**src/rtl/calc_sequencer.sv**
```systemverilog
// calc_sequencer: debounced two-operand calculator front end driving a shared arithmetic unit
module calc_sequencer #(
  parameter int DEBOUNCE_CYCLES = 250000,
  parameter int ALU_TIMEOUT = 64
) (
  input  logic        clk,
  input  logic        rst,
  input  logic [8:0]  btn,
  output logic [6:0]  op_a,
  output logic [6:0]  op_b,
  output logic [2:0]  op_sel,
  output logic        alu_start,
  input  logic        alu_done,
  input  logic [13:0] alu_result,
  input  logic        alu_neg,
  output logic [13:0] disp_value,
  output logic        disp_mode,
  output logic        disp_neg,
  output logic        err,
  output logic        busy
);
  localparam int DW = $clog2(DEBOUNCE_CYCLES + 1);
  localparam int TW = $clog2(ALU_TIMEOUT + 1);
  typedef enum logic [1:0] {S_ENTRY, S_ISSUE, S_WAIT, S_SHOW} state_t;
  state_t state, state_n;
  logic [8:0] sync1, sync2, lvl, lvl_d, press;
  logic [DW-1:0] cnt [9];
  logic [3:0] dig [4];
  logic [3:0] dig_n [4];
  logic [2:0] op_n;
  logic [13:0] res, res_n, entry_val;
  logic mode_n, neg_n, err_n, div0;
  logic [TW-1:0] wcnt, wcnt_n;

  function automatic logic [3:0] inc(input logic [3:0] v);
    return v == 4'd9 ? 4'd0 : v + 4'd1;
  endfunction

  // synchronize each button and accept a new level only after it holds for DEBOUNCE_CYCLES samples
  always_ff @(posedge clk) begin
    if (rst) begin
      sync1 <= '0;
      sync2 <= '0;
      lvl <= '0;
      lvl_d <= '0;
      for (int i = 0; i < 9; i++) cnt[i] <= '0;
    end else begin
      sync1 <= btn;
      sync2 <= sync1;
      lvl_d <= lvl;
      for (int i = 0; i < 9; i++) begin
        if (sync2[i] == lvl[i]) cnt[i] <= '0;
        else if (cnt[i] == DW'(DEBOUNCE_CYCLES - 1)) begin
          lvl[i] <= sync2[i];
          cnt[i] <= '0;
        end else cnt[i] <= cnt[i] + 1'b1;
      end
    end
  end

  assign press = lvl & ~lvl_d;
  assign op_a = 7'(dig[0]) * 7'd10 + 7'(dig[1]);
  assign op_b = 7'(dig[2]) * 7'd10 + 7'(dig[3]);
  assign entry_val = 14'(dig[0]) * 14'd1000 + 14'(dig[1]) * 14'd100 + 14'(dig[2]) * 14'd10 + 14'(dig[3]);
  assign disp_value = disp_mode ? res : entry_val;
  assign busy = state == S_ISSUE || state == S_WAIT;
  assign div0 = op_sel == 3'd4 && op_b == 7'd0;

  // next-state, digit, operation and display decisions; clear overrides everything
  always_comb begin
    state_n = state;
    dig_n = dig;
    op_n = op_sel;
    res_n = res;
    mode_n = disp_mode;
    neg_n = disp_neg;
    err_n = err;
    wcnt_n = wcnt;
    alu_start = 1'b0;
    if (press[8]) begin
      state_n = S_ENTRY;
      for (int i = 0; i < 4; i++) dig_n[i] = 4'd0;
      op_n = 3'd0;
      res_n = '0;
      mode_n = 1'b0;
      neg_n = 1'b0;
      err_n = 1'b0;
    end else begin
      case (state)
        S_ENTRY, S_SHOW: begin
          if (|press[7:4]) begin
            op_n = press[4] ? 3'd1 : press[5] ? 3'd2 : press[6] ? 3'd3 : 3'd4;
            state_n = S_ISSUE;
          end else if (|press[3:0]) begin
            for (int i = 0; i < 4; i++) dig_n[i] = press[i] ? inc(dig[i]) : dig[i];
            state_n = S_ENTRY;
            mode_n = 1'b0;
            neg_n = 1'b0;
            err_n = 1'b0;
          end
        end
        S_ISSUE: begin
          if (div0) begin
            state_n = S_SHOW;
            res_n = '0;
            mode_n = 1'b1;
            neg_n = 1'b0;
            err_n = 1'b1;
          end else begin
            alu_start = 1'b1;
            state_n = S_WAIT;
            wcnt_n = '0;
          end
        end
        S_WAIT: begin
          if (alu_done) begin
            state_n = S_SHOW;
            res_n = alu_result > 14'd9999 ? 14'd9999 : alu_result;
            err_n = alu_result > 14'd9999;
            neg_n = op_sel == 3'd2 && alu_neg;
            mode_n = 1'b1;
          end else if (wcnt == TW'(ALU_TIMEOUT - 1)) begin
            state_n = S_SHOW;
            res_n = '0;
            mode_n = 1'b1;
            neg_n = 1'b0;
            err_n = 1'b1;
          end else wcnt_n = wcnt + 1'b1;
        end
      endcase
    end
  end

  // state and datapath registers
  always_ff @(posedge clk) begin
    if (rst) begin
      state <= S_ENTRY;
      for (int i = 0; i < 4; i++) dig[i] <= 4'd0;
      op_sel <= 3'd0;
      res <= '0;
      disp_mode <= 1'b0;
      disp_neg <= 1'b0;
      err <= 1'b0;
      wcnt <= '0;
    end else begin
      state <= state_n;
      dig <= dig_n;
      op_sel <= op_n;
      res <= res_n;
      disp_mode <= mode_n;
      disp_neg <= neg_n;
      err <= err_n;
      wcnt <= wcnt_n;
    end
  end
endmodule

```
**config.mk**
```make
export PLATFORM = sky130hd
export DESIGN_NAME = calc_sequencer
export DESIGN_NICKNAME = d
export VERILOG_FILES = /design/src/rtl/calc_sequencer.sv
export SDC_FILE = /design/constraint.sdc
export NUM_CORES = 1
export LEC_CHECK = 0
export BUFFER_PORTS_ARGS = -buffer_cell sky130_fd_sc_hd__buf_2
export CAP_MARGIN = 20
export CORE_ASPECT_RATIO = 0.9
export CORE_MARGIN = 5
export CORE_UTILIZATION = 45
export CTS_CLUSTER_SIZE = 28
export DETAILED_ROUTE_END_ITERATION = 8
export GPL_ROUTABILITY_DRIVEN = 0
export PLACE_DENSITY = 0.64
export SETUP_SLACK_MARGIN = 0.1
export SLEW_MARGIN = 10
export SYNTH_ARGS = -nofsm -noshare
export SYNTH_HDL_FRONTEND = slang
export SYNTH_SLANG_ARGS = --single-unit
```
**constraint.sdc**
```tcl
create_clock -name clk -period 6.6 [get_ports clk]
set_input_delay 0.99 -clock clk [delete_from_list [all_inputs] [get_ports clk]]
set_output_delay 0.99 -clock clk [all_outputs]
set_load 0.02 [all_outputs]
```
## Word level (Yosys, flattened, before mapping)

Memories as Yosys holds them, arrays and structs flattened.
Index checks and enable logic that the tools add are counted.

| storage, ports and cells | value |
|---|---|
| bits in writable memories | 162 |
| output and inout bits | 36 |
| input port bits | 27 |
| memories kept | 1 |
| register bits after elaboration | 81 |
| logic and storage cells | 319 |

Memory list:

| memory | depth | width | read ports | clocked after memory_dff | wr ports | line | RTL |
|---|---|---|---|---|---|---|---|
| cnt | 9 | 18 | 9 | 0 | 9 | 27 | `logic [DW-1:0] cnt [9];` |

| cells by class | value |
|---|---|
| order comparisons | 1 |
| multiplexer cells | 166 |
| add/subtract/negate cells | 19 |
| equal/unequal tests | 36 |
| $mul | 5 |
| reduce and logical (&&, ||, !) cells | 28 |
| bitwise operators | 40 |

Operators with widths:

| operator | count |
|---|---|
| 18-bit two-way mux | 27 |
| 18-bit by 1-bit adder with 18-bit output, second input constant | 9 |
| 18-bit equality test, second input constant | 9 |
| 1-bit two-way mux | 114 |
| 14-bit two-way mux | 5 |
| 14-bit case mux with 2 select lines | 1 |
| 1-bit bitwise OR | 27 |
| 2-bit AND reduction | 11 |
| 7-bit two-way mux | 3 |
| 4-bit AND reduction | 5 |
| 4-bit by 1-bit adder with 4-bit output, second input constant | 4 |
| 4-bit equality test, second input constant | 4 |
| 4-bit two-way mux | 4 |
| 14-bit by 11-bit adder with 14-bit output | 1 |
| 14-bit by 4-bit adder with 14-bit output | 1 |
| 14-bit by 8-bit adder with 14-bit output | 1 |
| 7-bit by 4-bit adder with 7-bit output | 2 |
| 14-bit > comparator, second input constant | 1 |
| 7-bit case mux with 2 select lines | 1 |
| 4-bit by 3-bit multiplier with 6-bit output, second input constant | 2 |
| 2-bit != test, second input constant | 6 |
| 4-bit by 7-bit multiplier with 11-bit output, second input constant | 1 |
| 1-bit inverter | 11 |
| 9-bit AND | 1 |
| 25 further kinds | 44 |

## Logic depth before layout (Yosys ltp)

Gate-level depths: netlist of the first run.
An unclocked memory read counts as a cell.

| logic depth | value |
|---|---|
| word-level depth | 8 |
| gate-level depth with buffers | 18 |
| depth with buffers taken out | 18 |

## Worst setup path before layout of the first run

No wires, ideal clock.

| path | value |
|---|---|
| path type | reg-to-output |
| start point | register dig[14] (netlist bit) |
| end point | output disp_value[13] |
| stages on the path, launching flop included | 17 |
| slack | 1.182 ns |
| data arrival time | 4.428 ns |
| buffers on the path | 0 |
| path through | dfxtp_1 -> fa_1 -> fa_1 -> ha_1 -> nor2b_1 -> o21ai_0 -> nand2b_1 -> xnor2_1 -> ha_1 -> ha_1 -> ha_1 -> a21oi_1 -> nand2_1 -> o21ai_0 -> o21ai_0 -> xnor2_1 -> o21ai_0 |

| on the way | value |
|---|---|
| word-level cells in the longest chain between the ends | 5 |

RTL lines:

| element | line | RTL |
|---|---|---|
| from (decl) | 28 | `logic [3:0] dig [4];` |
| from (signal assigned) | 147 | `dig <= dig_n;` |
| 4-bit by 7-bit multiplier with 11-bit output | 64 | `assign entry_val = 14'(dig[0]) * 14'd1000 + 14'(dig[1]) * 14'd100 + 14'(dig[2]) * 14'd10 + 14'(dig[3]);` |
| 14-bit by 11-bit adder with 14-bit output | 64 |  |
| 14-bit by 8-bit adder with 14-bit output | 64 |  |
| 14-bit by 4-bit adder with 14-bit output | 64 |  |
| 14-bit two-way mux | 65 | `assign disp_value = disp_mode ? res : entry_val;` |
| to (decl) | 16 | `output logic [13:0] disp_value,` |

No other way between the ends.

## Worst setup path in the final report of the first run

Ends and elaborated chain as after synthesis.

==> impl_metrics.toml, run 1 <==
[worst_setup_path]
critPathMaxStageDelay_ns = 0.58
path_class = "flip-flop to output pin"
r2r_slack_ns = 3.02
r2r_start = "dig[5]$_SDFFE_PP0P_"
crit_path_max_fanout = 9
reg2reg_to = "res[5]$_SDFFE_PP0P_"
critical_path_required_ns = 5.61
start_kind = "flip-flop"
worst_setup_path_end_kind = "output pin"
crit_slowest_cell = "fa_1"
crit_arrival_ns = 5.16
crit_chain = "fa_1, fa_1, ha_1, nor2b_1, o21ai_0, nand2b_1, xnor2_1, ha_1, ha_1, ha_1, a21oi_1, nand2_1, o21ai_0, o21ai_0, xnor2_1, o21ai_0, buf_2"
reg2regPathDepth = 10
path_buf_inv = 1
critPathTopFamily = "adder cells"

[placement]
dp_hpwl_microns = 18800
io_buffers = 62

[routing]
drcViolationCount = 0
vias = 9757
drt_iter0_drc = 384
wire_per_inst_microns = 12.6
postRouteAntennaNets = 0
firstDrtPassIters = 5
via_per_inst = 4.82
routed_wl_microns = 25600

[synth]
synth-edff-count = 162
ys_seq_area_share_pct = 47.2
async_flop_share_pct = 0
synth_ff_type = "edfxtp_1"
synth_compound_area_share_pct = 5.02
yosysTopAreaCellShare_pct = 35.4
synth_top_family_by_area = "simple AND/OR/NAND/NOR gates"
synth_top_cells_by_count = "nor2_1, edfxtp_1, nand2_1"
synthCells = 1379
ys_seq_elements = 243
avgSynthCellArea_sq_um = 9.97
synth-xor-area-share_pct = 11.5
yosysTopAreaCell = "edfxtp_1"
syn_area_sq_um = 13700
yosys_warnings = 0
synthMuxAreaShare_pct = 2.37
synth_area_leaders = "edfxtp_1, dfxtp_1, ha_1, nor2_1, xor2_1"
synth_most_common_cell = "nor2_1"
yosys.area_share.adder_pct = 9.37
synth_cell_type_count = 56
yosys.area_share.simple_pct = 21.7

[cts]
cts_buffer_depth = 3
cts-resized-gates = 0
cts_tree = "built"
cts-htree-levels = 1
cts_buffers = 28
cts_hold_buf = 0
cts_post_setup_buffers_inserted = 0
path_clk_slew_ns = 0.06
cts_sinks = 243
insertion_delay_ns = 0.54
clock-root-buffer = "clkbuf_16"

[die]
dieArea_sq_um = 34200
die_w_microns = 194
boundaryPins = 63
start_util_pct = 45.8
coreArea_sq_um = 30000
fp.dieH_microns = 176
fp-row-count = 60

[pwr]
power.switching_uw = 841
ir_worst_vdd_mv = 0.238
power_frac_comb_pct = 7.5
clkPwrFrac_pct = 43.4
power_frac_seq_pct = 49.1
powerDensity_nw_per_um2 = 223
leakage_nw = 6.28
p_int_mw = 2.72
p_sw_share_pct = 23.6

[sta]
period_share_pct = 93.2
hold_viol = 0
slew_headroom_pct = 46.4
drv_slew = 0
timing.final.crit_period_ns = 6.15
worst_pin_slew_ns = 0.802
finalSetupTns_ns = 0
setup_viol = 0
rsz0062_at_grt = "false"
max_clock_freq_mhz = 163
fin_skew_ns = 0.00837
hold_slack_ns = 0.427

[global_routing]
grt_pass1_wl_microns = 43900
grtUsageTotal_pct = 14.9
grt_max_degree = 55
grt_pass1_vias = 9455
gr-total-overflow = 0
antenna_found_initial = 0

[job]
drv_cap = 0

[min_path]
min_to = "wcnt[6]$_SDFFE_PP0P_"
worstHoldStart = "wcnt[6]$_SDFFE_PP0P_"
hold_depth = 2
hp-class = "flip-flop to flip-flop"

[outcome]
status = "completed"

[cells_and_area]
fillers = 2810
layout.nets = 1717
antennaDiodeCount = 0
areaGrowthSynthToFinish_pct = 16.1
drive_gt1_share_pct = 7.22
[worst reg2reg max path, cell delays in order, from the launching register on]
cell	delay [ns]
dfxtp_1	0.39
ha_1	0.32
ha_1	0.15
inv_1	0.05
fa_1	0.37
xnor2_1	0.45
xor2_1	0.20
a31oi_1	0.18
or4_1	0.58
a21boi_4	0.57
mux2i_1	0.25
[how the worst max path moves through the flow]
stage                          from        endpoint  cells after the start
2_1_floorplan  dig[14]$_SDFFE_PP0P_  disp_value[13]                     16
6_report       dig[14]$_SDFFE_PP0P_  disp_value[13]                     17
4_1_cts        dig[14]$_SDFFE_PP0P_  disp_value[13]                     17
5_1_grt        dig[14]$_SDFFE_PP0P_  disp_value[13]                     17
3_3_place_gp   dig[14]$_SDFFE_PP0P_  disp_value[13]                     17
3_5_place_dp   dig[14]$_SDFFE_PP0P_  disp_value[13]                     17
[kinds of logic after synthesis]
kind of cell,after synthesis
flip-flops,243
other,1
buffers and inverters,96
XOR/XNOR,181
AND/OR/NAND/NOR,618
adder cells (fa/ha/maj),91
multiplexers,32
AO/OA/AOI/OAI,117
[final cells by class]
cell class | count | area, sq um | area share, %
multi-input combinational | 1201 | 7480 | 46.9
sequential | 243 | 6490 | 40.6
clock buffer | 39 | 772 | 4.84
tap | 403 | 504 | 3.16
timing repair buffer | 67 | 348 | 2.18
inverter | 58 | 218 | 1.36
clock inverter | 13 | 155 | 0.972
[routing by layer]
| layer | track usage [%] | vias up | wire [microns] |
|---|---|---|---|
| li1 | - | 5076 | - |
| met1 | 20.6 | 4512 | 12600 |
| met2 | 24.6 | 125 | 11500 |
| met3 | 2.13 | 44 | 726 |
| met4 | 4.42 | 0 | 690 |
| met5 | 0 | - | 0 |
[power by group through the flow]
stage / Combinational [mW] / Clock [mW] / Sequential [mW]
after floorplan: 0.223 / 0 / 1.75
after global placement: 0.262 / 0 / 1.78
after detailed placement: 0.263 / 0 / 1.78
after CTS: 0.265 / 1.60 / 1.75
after global routing: 0.300 / 1.65 / 1.76
final: 0.266 / 1.55 / 1.75
[metrics by stage]
step | area (sq um) | util, % | total power, mW | worst slack (ns) | instances
after detailed placement | 15000 | 50.1 | 2.04 | 1.04 | 1971
after CTS | 16000 | 53.1 | 3.61 | 0.444 | 2023
after global placement | 15000 | 50.1 | 2.04 | 1.12 | 1971
after global routing | 16000 | 53.2 | 3.71 | 0.108 | 2024
final | 16000 | 53.2 | 3.56 | 0.447 | 2024
after floorplan | 14400 | - | 1.98 | 1.18 | 1540
[flip-flops by register name (all words and copies together), names as in the netlist, 7 cells and up]
register / flops
sync1: 9
wcnt: 7
lvl: 9
dig: 16
cnt: 162
sync2: 9
lvl_d: 9
res: 14
[cells in the final DEF, fill, tap and decap left out, types with 20 or more instances in the layout]
cell type  instances
a21oi_1           39
o21ai_0           44
nor3_1            21
xor2_1            96
nand4_1           37
fa_1              20
nor2b_1           43
clkbuf_16         28
inv_1             58
nor2_1           236
edfxtp_1         162
buf_2             62
dfxtp_1           81
mux2i_1           28
xnor2_1           85
nand3_1           71
ha_1              71
conb_1           162
nand2_1          108
Note: power is estimated with default switching activity, not from simulation.
==> inputs of run 2 (changes only) <==
- CORE_MARGIN: 5 -> default
- CORE_UTILIZATION: 45 -> 30
- PLACE_DENSITY: 0.64 -> 0.48
==> impl_metrics.toml, run 2 (same netlist as run 1, synthesis figures left out) <==
[cells_and_area]
layout_common_cells = "nor2_1, edfxtp_1, conb_1, nand2_1, xor2_1"
fillers = 4602
drive_gt1_share_pct = 7.22
multiInputGateArea_sq_um = 7480
seqCellArea_sq_um = 6490
final_util_pct = 35.7
areaGrowthSynthToFinish_pct = 17.7
layout.nets = 1716
largest_register_ff_count = 162
antennaDiodeCount = 0
regMostFlops = "cnt"
fin_cells = 2229
final_common_cell = "nor2_1"
reg_top3 = "cnt: 162 flops, dig: 16 flops, res: 14 flops"
fin_area_sq_um = 16200

[worst_setup_path]
crit_chain = "fa_2, fa_1, ha_1, nor2b_1, o21ai_0, nand2b_1, xnor2_1, ha_1, ha_1, ha_1, a21oi_1, nand2_1, o21ai_0, o21ai_0, xnor2_1, o21ai_0, buf_2"
path_buf_inv = 1
worst_setup_path_end_kind = "output pin"
crit_arrival_ns = 4.95
crit_slowest_cell = "fa_2"
critPathTopFamily = "adder cells"
crit_path_max_fanout = 9
path_class = "flip-flop to output pin"
start_kind = "flip-flop"
critical_path_required_ns = 5.61
critPathMaxStageDelay_ns = 0.53

[cts]
cts_sinks = 243
cts-htree-levels = 1
cts_post_setup_buffers_inserted = 0
insertion_delay_ns = 0.58
path_clk_slew_ns = 0.06
cts_buffers = 29
cts_buffer_depth = 3
cts_tree = "built"
clock-root-buffer = "clkbuf_16"
cts_hold_buf = 0

[routing]
vias = 9669
routed_wl_microns = 27100
drt_iter0_drc = 469
postRouteAntennaNets = 0
firstDrtPassIters = 5
wire_per_inst_microns = 12.2
via_per_inst = 4.34
drcViolationCount = 0

[global_routing]
antenna_found_initial = 0
grt_pass1_wl_microns = 46700
gr-total-overflow = 0
grtUsageTotal_pct = 12.1
grt_max_degree = 55
grt_pass1_vias = 9482

[sta]
fin_skew_ns = 0.0246
period_share_pct = 90.0
hold_viol = 0
hold_slack_ns = 0.426
worst_pin_slew_ns = 0.949
setup_slack_ns = 0.658
finalSetupTns_ns = 0
rsz0062_at_grt = "false"
max_clock_freq_mhz = 168
slew_headroom_pct = 36.3
timing.final.crit_period_ns = 5.94
drv_slew = 0
setup_viol = 0

[outcome]
status = "completed"

[placement]
dp_slack_ns = 1.07
dp_hpwl_microns = 19600
dp_cells = 2175
dpl_cell_area_sq_um = 15300
io_buffers = 62

[die]
fp-row-count = 74
fp.dieH_microns = 205
die_w_microns = 228
dieArea_sq_um = 46700
boundaryPins = 63
start_util_pct = 30.4
coreArea_sq_um = 45300

[pwr]
leakage_nw = 6.25
powerDensity_nw_per_um2 = 218
clkPwrFrac_pct = 43.0
p_sw_share_pct = 24.7
power_frac_comb_pct = 7.5
power_frac_seq_pct = 49.5
ir_worst_vdd_mv = 0.243
power.switching_uw = 874
total_power_mw = 3.54
p_int_mw = 2.66

[job]
drv_cap = 0

[min_path]
hp-class = "flip-flop to flip-flop"
[run 2: changes by cell type in the layout (fill, tap and decap cells not counted), moves of 3 or more]
cell	delta
clkbuf_1	+5
bufinv_16	-3
clkbuf_8	+3
dfxtp_1	-3
dfxtp_2	+3
[run 2: final timing paths]
| path | start | slack, ns | cells after the start | endpoint |
|---|---|---|---|---|
| worst max register to register | dig[5]$_SDFFE_PP0P_ | 2.90 | 10 | res[0]$_SDFFE_PP0P_ |
| worst min-delay path | wcnt[6]$_SDFFE_PP0P_ | 0.43 | 2 | wcnt[6]$_SDFFE_PP0P_ |
| worst min register to register | wcnt[6]$_SDFFE_PP0P_ | 0.43 | 2 | wcnt[6]$_SDFFE_PP0P_ |
| worst max-delay path | dig[14]$_SDFFE_PP0P_ | 0.66 | 17 | disp_value[13] |
[run 2: cell type report]
cell class / count / share of cell area, %
Tap cell: 608 / 4.70
Clock inverter: 6 / 0.263
Multi-Input combinational cell: 1201 / 46.2
Inverter: 58 / 1.35
Timing Repair Buffer: 65 / 2.06
Sequential cell: 243 / 40.1
Clock buffer: 48 / 5.30
[run 2: worst register-to-register path: cells and delay by family, from the launching register on]
kind | cells | cell delay [ns]
buffers and inverters | 1 | 0.05
DFF | 1 | 0.40
xor gates and xnor gates | 2 | 0.68
adders and majority gates | 3 | 0.86
and+or+nand+nor | 1 | 0.60
muxes | 1 | 0.28
AOI/OAI and AO/OA | 2 | 0.77
[run 2: repair_timing]
action | CTS | global route
endpoints found under the hold margin | 0 | 0
setup endpoints to repair | 0 | 1
gates resized for setup | 0 | 4
[run 2: metal layers]
metal	track usage [%]	vias to the layer above	part of all wire, %
met3	2.15	38	3.3
met2	18.8	97	43
met1	17.4	4456	52
met4	2.73	0	2.0
li1	-	5078	-
met5	0	-	0
[run 2: power by group through the flow]
stage / combinational, mW / sequential (mW) / clock [mW]
after floorplan: 0.223 / 1.75 / 0
after global placement: 0.266 / 1.78 / 0
after detailed placement: 0.266 / 1.78 / 0
after CTS: 0.268 / 1.75 / 1.58
after global routing: 0.302 / 1.76 / 1.64
final: 0.266 / 1.75 / 1.52
==> inputs of run 3 (changes only) <==
- ABC_AREA: default -> 1
==> impl_metrics.toml, run 3 <==
[routing]
postRouteAntennaNets = 0
via_per_inst = 4.37
wire_per_inst_microns = 12.0
drt_iter0_drc = 593
vias = 11800
routed_wl_microns = 32600
drcViolationCount = 0
firstDrtPassIters = 5

[synth]
synthCells = 1823
avgSynthCellArea_sq_um = 8.15
synth_ff_type = "edfxtp_1"
yosys_warnings = 0
yosys.area_share.adder_pct = 8.67
async_flop_share_pct = 0
synth_compound_area_share_pct = 7.16
yosysTopAreaCellShare_pct = 32.7
synth_most_common_cell = "nand2_1"
syn_area_sq_um = 14900
ys_seq_elements = 243
yosys.area_share.simple_pct = 27.4
synth_top_cells_by_count = "nand2_1, inv_1, nor2_1"
synth-edff-count = 162
yosysTopAreaCell = "edfxtp_1"
synthMuxAreaShare_pct = 0
synth_area_leaders = "edfxtp_1, dfxtp_1, nand2_1, inv_1, nor2_1"
ys_seq_area_share_pct = 43.6
synth-xor-area-share_pct = 4.60
synth_cell_type_count = 52
synth_top_family_by_area = "simple AND/OR/NAND/NOR gates"

[worst_setup_path]
worst_setup_path_end_kind = "output pin"
crit_arrival_ns = 5.03
critical_path_required_ns = 5.61
start_kind = "flip-flop"
crit_path_max_fanout = 6
path_class = "flip-flop to output pin"

[cells_and_area]
final_common_cell = "nand2_1"
seqCellArea_sq_um = 6490
drive_gt1_share_pct = 7.81
multiInputGateArea_sq_um = 7720
layout_common_cells = "nand2_1, inv_1, nor2_1, edfxtp_1, conb_1"
reg_top3 = "cnt: 162 flops, dig: 16 flops, res: 14 flops"
fillers = 5157
largest_register_ff_count = 162
antennaDiodeCount = 0
areaGrowthSynthToFinish_pct = 17.0
layout.nets = 2169
regMostFlops = "cnt"
fin_area_sq_um = 17400

[placement]
io_buffers = 62
dp_slack_ns = 1.03
dpl_cell_area_sq_um = 16400
dp_hpwl_microns = 24600

[global_routing]
met3_usage_pct = 1.91
gr-total-overflow = 0
use_met2_pct = 21.3
grt_pass1_wl_microns = 55200
grt_max_degree = 27
antenna_found_initial = 0
grtUsageMet1_pct = 18.3
busiest_layer = "met2"
grt_pass1_vias = 11300
grtUsageTotal_pct = 13.2

[sta]
max_clock_freq_mhz = 166
fin_skew_ns = 0.0104
worst_pin_slew_ns = 0.831
hold_slack_ns = 0.396
setup_slack_ns = 0.576
period_share_pct = 91.3
finalSetupTns_ns = 0
hold_viol = 0
timing.final.crit_period_ns = 6.02
setup_viol = 0
rsz0062_at_grt = "false"
drv_slew = 0
slew_headroom_pct = 44.3

[cts]
insertion_delay_ns = 0.56
cts_tree = "built"
clock-root-buffer = "clkbuf_16"
cts_sinks = 243
cts_hold_buf = 0
path_clk_slew_ns = 0.06
cts_buffers = 30
cts_buffer_depth = 3
cts-htree-levels = 1

[outcome]
status = "completed"

[pwr]
leakage_nw = 7.62
total_power_mw = 3.52
ir_worst_vdd_mv = 0.174
powerDensity_nw_per_um2 = 202

[die]
boundaryPins = 63
start_util_pct = 30.3
fp.dieH_microns = 213
die_w_microns = 237
dieArea_sq_um = 50400
coreArea_sq_um = 49000
fp-row-count = 77

[job]
drv_cap = 0

[min_path]
hp-class = "flip-flop to flip-flop"
## run 3: cell types whose count changed after synthesis, sizes merged, moves of 34 or more
cell | previous run | this run
nor3 | 21 | 62
nand2 | 108 | 345
nor2b | 43 | 0
a21oi | 39 | 107
nand3 | 71 | 105
inv | 58 | 278
xor2 | 96 | 56
xnor2 | 85 | 22
## run 3: power by group
| group | internal [mW] | total, mW | leakage, nW | switching [mW] |
|---|---|---|---|---|
| clock network | 1.02 | 1.68 | 0.490 | 0.652 |
| logic | 0.0395 | 0.124 | 4.80 | 0.0845 |
| registers | 1.67 | 1.72 | 2.33 | 0.0458 |
## run 3: area by class of cell
cell class / instances / area share [%]
multi-input cells: 1430 / 44.4
clock inverters: 13 / 0.777
well taps: 632 / 4.55
repair buffers: 64 / 1.87
flip-flops and latches: 243 / 37.3
inverters: 282 / 6.09
clock buffers: 43 / 5.01
## run 3: worst paths after layout
kind | endpoint | start | slack (ns) | cells past startpoint
max reg2reg | res[6]$_SDFFE_PP0P_ | dig[5]$_SDFFE_PP0P_ | 3.45 | 13
min | sync2[3]$_SDFF_PP0_ | sync1[3]$_SDFF_PP0_ | 0.40 | 2
min reg2reg | sync2[3]$_SDFF_PP0_ | sync1[3]$_SDFF_PP0_ | 0.40 | 2
max | disp_value[12] | dig[13]$_SDFFE_PP0P_ | 0.58 | 19
## run 3: logic make-up (layout without fill, tap and decap cells)
logic type	Yosys count	after routing
AOI/OAI and AO/OA	195	195
DFF	243	243
adders and majority gates	91	91
other	1	162
buffers and inverters	311	402
xor gates and xnor gates	78	78
and+or+nand+nor	904	904
## run 3: what timing repair did
action                                 CTS  global route
setup buffers                            0             0
endpoints found under the hold margin    0             0
setup endpoints to repair                0             1
resized for setup                        0             3
## run 3: critical path: stages, from the launching register on
cell	delay (ns)
dfxtp_1	0.38
fa_1	0.68
inv_1	0.09
fa_1	0.44
ha_1	0.39
nand2_1	0.07
o21ai_1	0.20
xor2_1	0.17
inv_1	0.06
ha_1	0.29
ha_1	0.31
ha_1	0.36
inv_1	0.07
nor3_1	0.23
o21ai_0	0.14
nand3_1	0.13
o21ai_0	0.10
a21oi_1	0.16
nor2_1	0.06
buf_2	0.17
## run 3: through the flow
stage                     instances  utilization (%)
after floorplan                1984                -
after global placement         2651             33.4
after detailed placement       2651             33.4
after CTS                      2707             35.5
after global routing           2707             35.5
final                          2707             35.5
## run 3: routing by layer
| layer | share of wire [%] | wire [microns] |
|---|---|---|
| met1 | 51 | 16700 |
| met2 | 43 | 14200 |
| met3 | 3.1 | 995 |
| met4 | 2.3 | 756 |
| met5 | 0 | 0 |
